File: src/rtl/counter_game_ctrl.sv
// counter_game_ctrl: referee that sequences the multimode counter and tallies its winner/loser pulses
module counter_game_ctrl #(
  parameter int N         = 4,
  parameter int SCORE_W   = 4,
  parameter int WIN_LIMIT = 15
) (
  input  logic               clk,
  input  logic               rst,
  input  logic               start,
  input  logic [1:0]         mode_in,
  input  logic               mode_wr,
  input  logic [N-1:0]       seed_in,
  input  logic               seed_valid,
  input  logic               winner_in,
  input  logic               loser_in,
  output logic               ctr_rst,
  output logic               ctr_init,
  output logic [N-1:0]       ctr_initial_val,
  output logic [1:0]         ctr_control,
  output logic [SCORE_W-1:0] win_count,
  output logic [SCORE_W-1:0] loss_count,
  output logic               game_over,
  output logic               winner_side,
  output logic               busy
);
  typedef enum logic [1:0] {IDLE, LOAD, RUN, OVER} state_t;
  localparam logic [SCORE_W-1:0] LIMIT = SCORE_W'(WIN_LIMIT);
  state_t state_q, state_d;
  logic [N-1:0] iv_q, iv_d;
  logic [1:0] ctl_q, ctl_d;
  logic [SCORE_W-1:0] win_q, win_d, loss_q, loss_d, win_inc, loss_inc;
  logic side_q, side_d, hit_w, hit_l;
  logic ctr_rst_q, ctr_init_q, game_over_q, busy_q;
  always_comb begin
    win_inc  = win_q + SCORE_W'(winner_in && win_q != LIMIT);
    loss_inc = loss_q + SCORE_W'(loser_in && loss_q != LIMIT);
    hit_w    = win_inc == LIMIT;
    hit_l    = loss_inc == LIMIT;
    state_d  = state_q;
    iv_d     = iv_q;
    ctl_d    = ctl_q;
    win_d    = win_q;
    loss_d   = loss_q;
    side_d   = side_q;
    // LOAD always lasts exactly one cycle, so start is only honoured elsewhere
    if (start && state_q != LOAD) begin
      state_d = LOAD;
      iv_d    = seed_in;
      ctl_d   = mode_in;
      win_d   = '0;
      loss_d  = '0;
      side_d  = 1'b0;
    end else if (state_q == LOAD) begin
      state_d = RUN;
    end else if (state_q == RUN) begin
      win_d  = win_inc;
      loss_d = loss_inc;
      if (hit_w || hit_l) begin
        state_d = OVER;
        side_d  = hit_w;
      end else begin
        if (seed_valid) begin
          state_d = LOAD;
          iv_d    = seed_in;
        end
        if (mode_wr) ctl_d = mode_in;
      end
    end
  end
  always_ff @(posedge clk) begin
    if (rst) begin
      state_q     <= IDLE;
      iv_q        <= '0;
      ctl_q       <= '0;
      win_q       <= '0;
      loss_q      <= '0;
      side_q      <= 1'b0;
      ctr_rst_q   <= 1'b1;
      ctr_init_q  <= 1'b0;
      game_over_q <= 1'b0;
      busy_q      <= 1'b0;
    end else begin
      state_q     <= state_d;
      iv_q        <= iv_d;
      ctl_q       <= ctl_d;
      win_q       <= win_d;
      loss_q      <= loss_d;
      side_q      <= side_d;
      ctr_rst_q   <= state_d != RUN;
      ctr_init_q  <= state_d == LOAD;
      game_over_q <= state_d == OVER;
      busy_q      <= state_d == LOAD || state_d == RUN;
    end
  end
  assign ctr_rst         = ctr_rst_q;
  assign ctr_init        = ctr_init_q;
  assign ctr_initial_val = iv_q;
  assign ctr_control     = ctl_q;
  assign win_count       = win_q;
  assign loss_count      = loss_q;
  assign game_over       = game_over_q;
  assign winner_side     = side_q;
  assign busy            = busy_q;
endmodule

File: config.mk
export PLATFORM = sky130hd
export DESIGN_NAME = counter_game_ctrl
export DESIGN_NICKNAME = d
export VERILOG_FILES = /design/src/rtl/counter_game_ctrl.sv
export SDC_FILE = /design/constraint.sdc
export NUM_CORES = 1
export LEC_CHECK = 0
export ABC_AREA = 1
export CORE_MARGIN = 4
export CORE_UTILIZATION = 41
export CTS_CLUSTER_SIZE = 40
export DETAILED_ROUTE_END_ITERATION = 8
export GPL_ROUTABILITY_DRIVEN = 0
export PLACE_DENSITY = 0.78
export SETUP_SLACK_MARGIN = 0.15
export SLEW_MARGIN = 20
export SYNTH_ARGS = -nofsm -noshare
export SYNTH_HDL_FRONTEND = slang
export SYNTH_SLANG_ARGS = --single-unit
File: constraint.sdc
create_clock -name clk -period 2.3 [get_ports clk]
set_input_delay 0.575 -clock clk [delete_from_list [all_inputs] [get_ports clk]]
set_output_delay 0.575 -clock clk [all_outputs]
set_load 0.02 [all_outputs]
Word-level counts from Yosys, hierarchy flattened

Cells that the tools add are included.

Add/sub/neg operators: 2
Equality and inequality tests: 13
Multiplexer cells: 15
Bitwise gates (word level): 1
Reduce and logical (&&, ||, !) cells: 13

Operators with widths:

| kind                                           | number |
|---|---|
| 2-to-1 mux 2 bit                               | 10 |
| 2-to-1 mux 4 bit                               | 5 |
| adder 4 x 1 -> 4 bit                           | 2 |
| == test 4 bit (second input constant)          | 2 |
| != test 4 bit (second input constant)          | 2 |
| AND reduction 4 bit                            | 2 |
| == test 2 bit (second input constant)          | 3 |
| != test 2 bit (second input constant)          | 3 |
| nonzero test 2 bit                             | 3 |
| == test 2 x 1 -> 1 bit (second input constant) | 2 |
| logical AND 1 bit                              | 3 |
| AND reduction 3 bit                            | 1 |
| logical OR 1 bit                               | 2 |
| != test 2 x 1 -> 1 bit (second input constant) | 1 |
| AND reduction 2 bit                            | 1 |
| OR reduction 2 bit                             | 1 |
| NOT 1 bit                                      | 1 |

Flip-flop bits (word level): 21
Input bits: 13
Output and inout port bits: 19
Word-level logic and storage cells: 54

Logic depth before layout (Yosys ltp)

Word-level depth: 11
Gate-level depth with buffers: 17
Mapped depth without buffers: 17

Worst setup path after synthesis

OpenSTA, ideal clock, no wires.

Path type: register -> register
Start point: reg win_q[2], in the netlist win_count[2]
End point: reg busy_q, in the netlist busy
Setup time: 0.064 ns
Data arrival time: 2.207 ns
Data required time: 2.236 ns
Path slack: 0.029 ns
Stages on the path, launching flop included: 14
Path buffers: 0
Period minus slack after synthesis: 2.271 ns
Cells stage by stage: dfxtp_1 -> nand2_1 -> inv_1 -> a31oi_1 -> ha_1 -> ha_1 -> nand2_1 -> nor2_2 -> nand3_2 -> nand2_1 -> o21ai_1 -> a21oi_1 -> ha_1 -> nor2_1

Longest elaborated chain between the ends: 11
Elaborated cells between the ends (all ways): 12
Classes of those cells: add/sub (1); eq/ne (4); mux (4); reduce/logical (3)

Ends and longest elaborated chain:

| item                                                           | RTL line | text |
|---|---|---|
| start: declaration                                             | 31       | `logic [SCORE_W-1:0] win_q, win_d, loss_q, loss_d, win_inc, loss_inc;` |
| start signal: assignment                                       | 86       | `win_q <= win_d;` |
| != test 4 bit *                                                | 35       | `win_inc = win_q + SCORE_W'(winner_in && win_q != LIMIT);` |
| logical AND 1 bit *                                            | 35       |  |
| adder 4 x 1 -> 4 bit *                                         | 35       |  |
| named net win_inc[1]                                           | 31       |  |
| == test 4 bit *                                                | 37       | `hit_w = win_inc == LIMIT;` |
| logical OR 1 bit *                                             | 58       | `if (hit_w \|\| hit_l) begin` |
| 2-to-1 mux 2 bit *                                             | 58       |  |
| 2-to-1 mux 2 bit *                                             | 55       | `end else if (state_q == RUN) begin` |
| 2-to-1 mux 2 bit *                                             | 53       | `end else if (state_q == LOAD) begin` |
| 2-to-1 mux 2 bit *                                             | 46       | `if (start && state_q != LOAD) begin` |
| named net state_d[1]                                           | 28       | `state_t state_q, state_d;` |
| == test 2 x 1 -> 1 bit / == test 2 bit (equally long branches) | 92       | `busy_q <= state_d == LOAD \|\| state_d == RUN;` |
| logical OR 1 bit *                                             | 92       |  |
| end signal: assignment                                         | 81       | `busy_q <= 1'b0;` |
| end signal: assignment                                         | 92       |  |
| end: declaration                                               | 33       | `logic ctr_rst_q, ctr_init_q, game_over_q, busy_q;` |

Mark *: on every way through the listed nets, which the timed path passes. The rest lies on a longest branch.
A chain may end at the register's enable or synchronous reset.

Worst setup path after layout

Start point: reg win_q[2], in the netlist win_count[2]
End point: reg side_q, in the netlist winner_side

Longest elaborated chain between the ends: 6

Ends and longest elaborated chain:

| item                                 | RTL line | text |
|---|---|---|
| != test 4 bit *                      | 35       |  |
| logical AND 1 bit *                  | 35       |  |
| adder 4 x 1 -> 4 bit *               | 35       |  |
| named net win_inc[1]                 | 31       |  |
| == test 4 bit *                      | 37       |  |
| logical OR 1 bit                     | 58       |  |
| AND reduction 3 bit (no source line) | -        |  |
| end signal: assignment               | 88       | `side_q <= side_d;` |
| end: declaration                     | 32       | `logic side_q, side_d, hit_w, hit_l;` |

Marked as above.

==> summary.md <==
| Metric | Value |
|---|---|
| Final setup margin | 0.0729 ns |
| Top cell type's share of synthesized area | 39.3% |
| Dpl hpwl | 1940 um |
| Synth top cells by count | nand2_1, dfxtp_1, inv_1, nor2_1, nand3_1 |
| Root Buffer | clkbuf_4 |
| RSZ-0062 raised after global routing | true |
| Fmax | 449 MHz |
| Lkg Pwr | 0.758 nW |
| Num CTS Buffers | 3 |
| Post-Layout Inst Area | 1720 um2 |
| CORE AREA | 2480 um2 |
| Critical path type | flip-flop to flip-flop |
| Share of cells above drive strength 1 | 33.7% |
| Place WS | -0.476 ns |
| Slowest stage cell, crit path | dfxtp_4 |
| Hold Fails Final Rpt | 0 |
| Worst Tran Pin Value | 0.324 ns |
| Power per cell area | 426 nW/um2 |
| Row cnt | 18 |
| Worst-path fanout max | 3 |
| Drt pass-1 iters | 4 |
| Top Ports | 32 |
| CTS tree | yes |
| Clk buf depth | 2 |
| Synth area leaders | dfxtp_1, nand2_1, ha_1 |
| Cells along the critical path | nand2_4 > inv_2 > a31oi_1 > ha_2 > ha_4 > nand2_1 > nor2_4 > buf_4 > buf_4 > buf_4 > buf_4 > buf_4 > buf_4 > nand4_1 > a21oi_1 |
| TNS Setup | 0 ns |
| Setup violators final | 0 |
| Placed insts | 219 |
| Asr flop ratio synth | 0% |
| WHS | 0.477 ns |
| Port Buffers | 31 |
| Worst Skew | 0.00177 ns |
| CP endpoint kind | flip-flop |
| Die ar. | 3490 um2 |
| Most common cell in the netlist | nand2_1 |
| Core Util, Final | 69.5% |
| Flops & latches, synth | 21 |
| Number of synthesized flops with an enable pin | 0 |
| Die Y | 59.1 um |
| Initial DRC count | 53 |
| Min Tclk post-route | 2.23 ns |
| Antenna fix cells | 0 |
| Setup crit start kind | flip-flop |
| Routed WL | 2920 um |
| Largest net degree at the start of global routing | 13 |
| Slowest Stage Delay on Critical Path | 0.38 ns |
| # fillers | 197 |
| Mean post-synth cell area | 7.04 um2 |
| Antenna violations before repair | 0 |
| Buffers & Inverters on Critical Path | 7 |
| Net count after synthesis | 172 |
| Final period utilization | 96.8% |
| Layout Nets | 229 |
| GRT Total Usage | 17.3% |
| Synth Cell Area | 1070 um2 |
| Clock transition at path regs | 0.12 ns |
| CP delay by family, top | buffers and inverters |
| Final std cells w/o fill | 238 |
| Max-slew violations | 0 |
| Worst vdd ir | 0.000362 V |
| Status | completed |
| Total power | 0.733 mW |
| H-tree levels | 1 |
| Mapped Cells | 152 |
| Vias in the first global route | 1083 |
| Worst skew pair latency | 0.31 ns |
| Gr ovfl total | 0 |
| Number of max-cap violations | 0 |
| CP dominant cell by count | buf_4 |
| P&R area growth vs syn | 61.1% |
| CP Data Required Time | 2.51 ns |
| Remaining DRCs | 0 |
| Via count | 1167 |
| First-pass GRT wire length | 4620 um |
| Area leader, netlist | dfxtp_1 |
| Relative slew slack | 78.4% |
| Average wire per standard cell | 12.3 um |
| Starting Density | 43.2% |
| Synth unique cells | 20 |
| Ys flop type | dfxtp_1 |
| Post-DR vias/cell | 4.90 |
| # clock sinks | 21 |
| Hold WC Path Type | flip-flop to flip-flop |
| Final ANT Viol Nets | 0 |
| Placed inst area | 1510 um2 |
| YS warnings | 0 |
| Post-synthesis sequential area ratio | 39.3% |
| Chip Width | 59.1 um |
| WP data arrival | 2.44 ns |
[worst min-delay path: stages (launching register included)]
cell and delay (ns):
dfxtp_1 0.34, nor2_2 0.07, nor2_1 0.04
[path summary, 6_finish.rpt]
path / start / end / slack [ns] / depth (start not counted)
hold / removal: ctr_control[1] / ctr_control[1] / 0.48 / 2
hold reg to reg: ctr_control[1] / ctr_control[1] / 0.48 / 2
setup reg to reg: win_count[2] / winner_side / 0.07 / 15
setup / recovery: win_count[2] / winner_side / 0.07 / 15
[power by group]
group | leakage [nW] | internal [mW] | total (mW) | switching [mW]
sequential | 0.174 | 0.379 | 0.391 | 0.0114
combinational | 0.566 | 0.0742 | 0.159 | 0.0848
clock | 0.0177 | 0.0651 | 0.184 | 0.119
[flip-flops by register name (all words and copies together) (netlist names)]
| name | cells |
|---|---|
| win_count | 4 |
| ctr_control | 2 |
| ctr_init | 1 |
| loss_count | 4 |
| ctr_rst | 1 |
| state_q | 2 |
| winner_side | 1 |
| busy | 1 |
| game_over | 1 |
| ctr_initial_val | 4 |
[kinds of logic (layout without fill, tap and decap cells)]
| logic type | after synthesis | in the layout | synth area share, % |
|---|---|---|---|
| flip-flops | 21 | 21 | 39.3 |
| buffers and inverters | 29 | 85 | 11.0 |
| AO/OA/AOI/OAI | 23 | 23 | 13.1 |
| AND/OR/NAND/NOR | 72 | 72 | 28.4 |
| adder cells (fa/ha/maj) | 7 | 7 | 8.19 |
[final cells by class]
cell class                 instances  area (um2)  area share, %
clock inverter                     1        5.00          0.290
multi-input combinational        102         646           37.5
clock buffer                       3        22.5           1.31
inverter                          27         101           5.88
sequential                        21         430           25.0
timing repair buffer              54         480           27.9
tap                               30        37.5           2.18
[repair_timing]
action / in CTS / in global routing
buffers inserted: 11 / 4
pin swaps: 13 / 15
hold buffers: 0 / 0
hold endpoints to repair: 0 / 0
endpoints found under the setup margin: 10 / 12
gates resized for setup: 8 / 17
[cells in the final DEF, fill, tap and decap left out, types with 6 or more instances in the layout]
cell type         n
inv_1            16
nand2_1          28
inv_2            11
buf_4            23
a21oi_1          10
dfxtp_1          17
clkdlybuf4s50_1  29
nand2_2           6
nor2_1           16
nand3_1          10
[per-layer routing]
| metal | vias to the layer above | share of wire [%] | global-route usage [%] |
|---|---|---|---|
| met5 | - | 0 | 0 |
| li1 | 586 | - | - |
| met3 | 7 | 5.7 | 3.92 |
| met1 | 538 | 42 | 20.3 |
| met2 | 36 | 51 | 30.1 |
| met4 | 0 | 1.8 | 7.12 |
(Power assumes the default switching activity.)
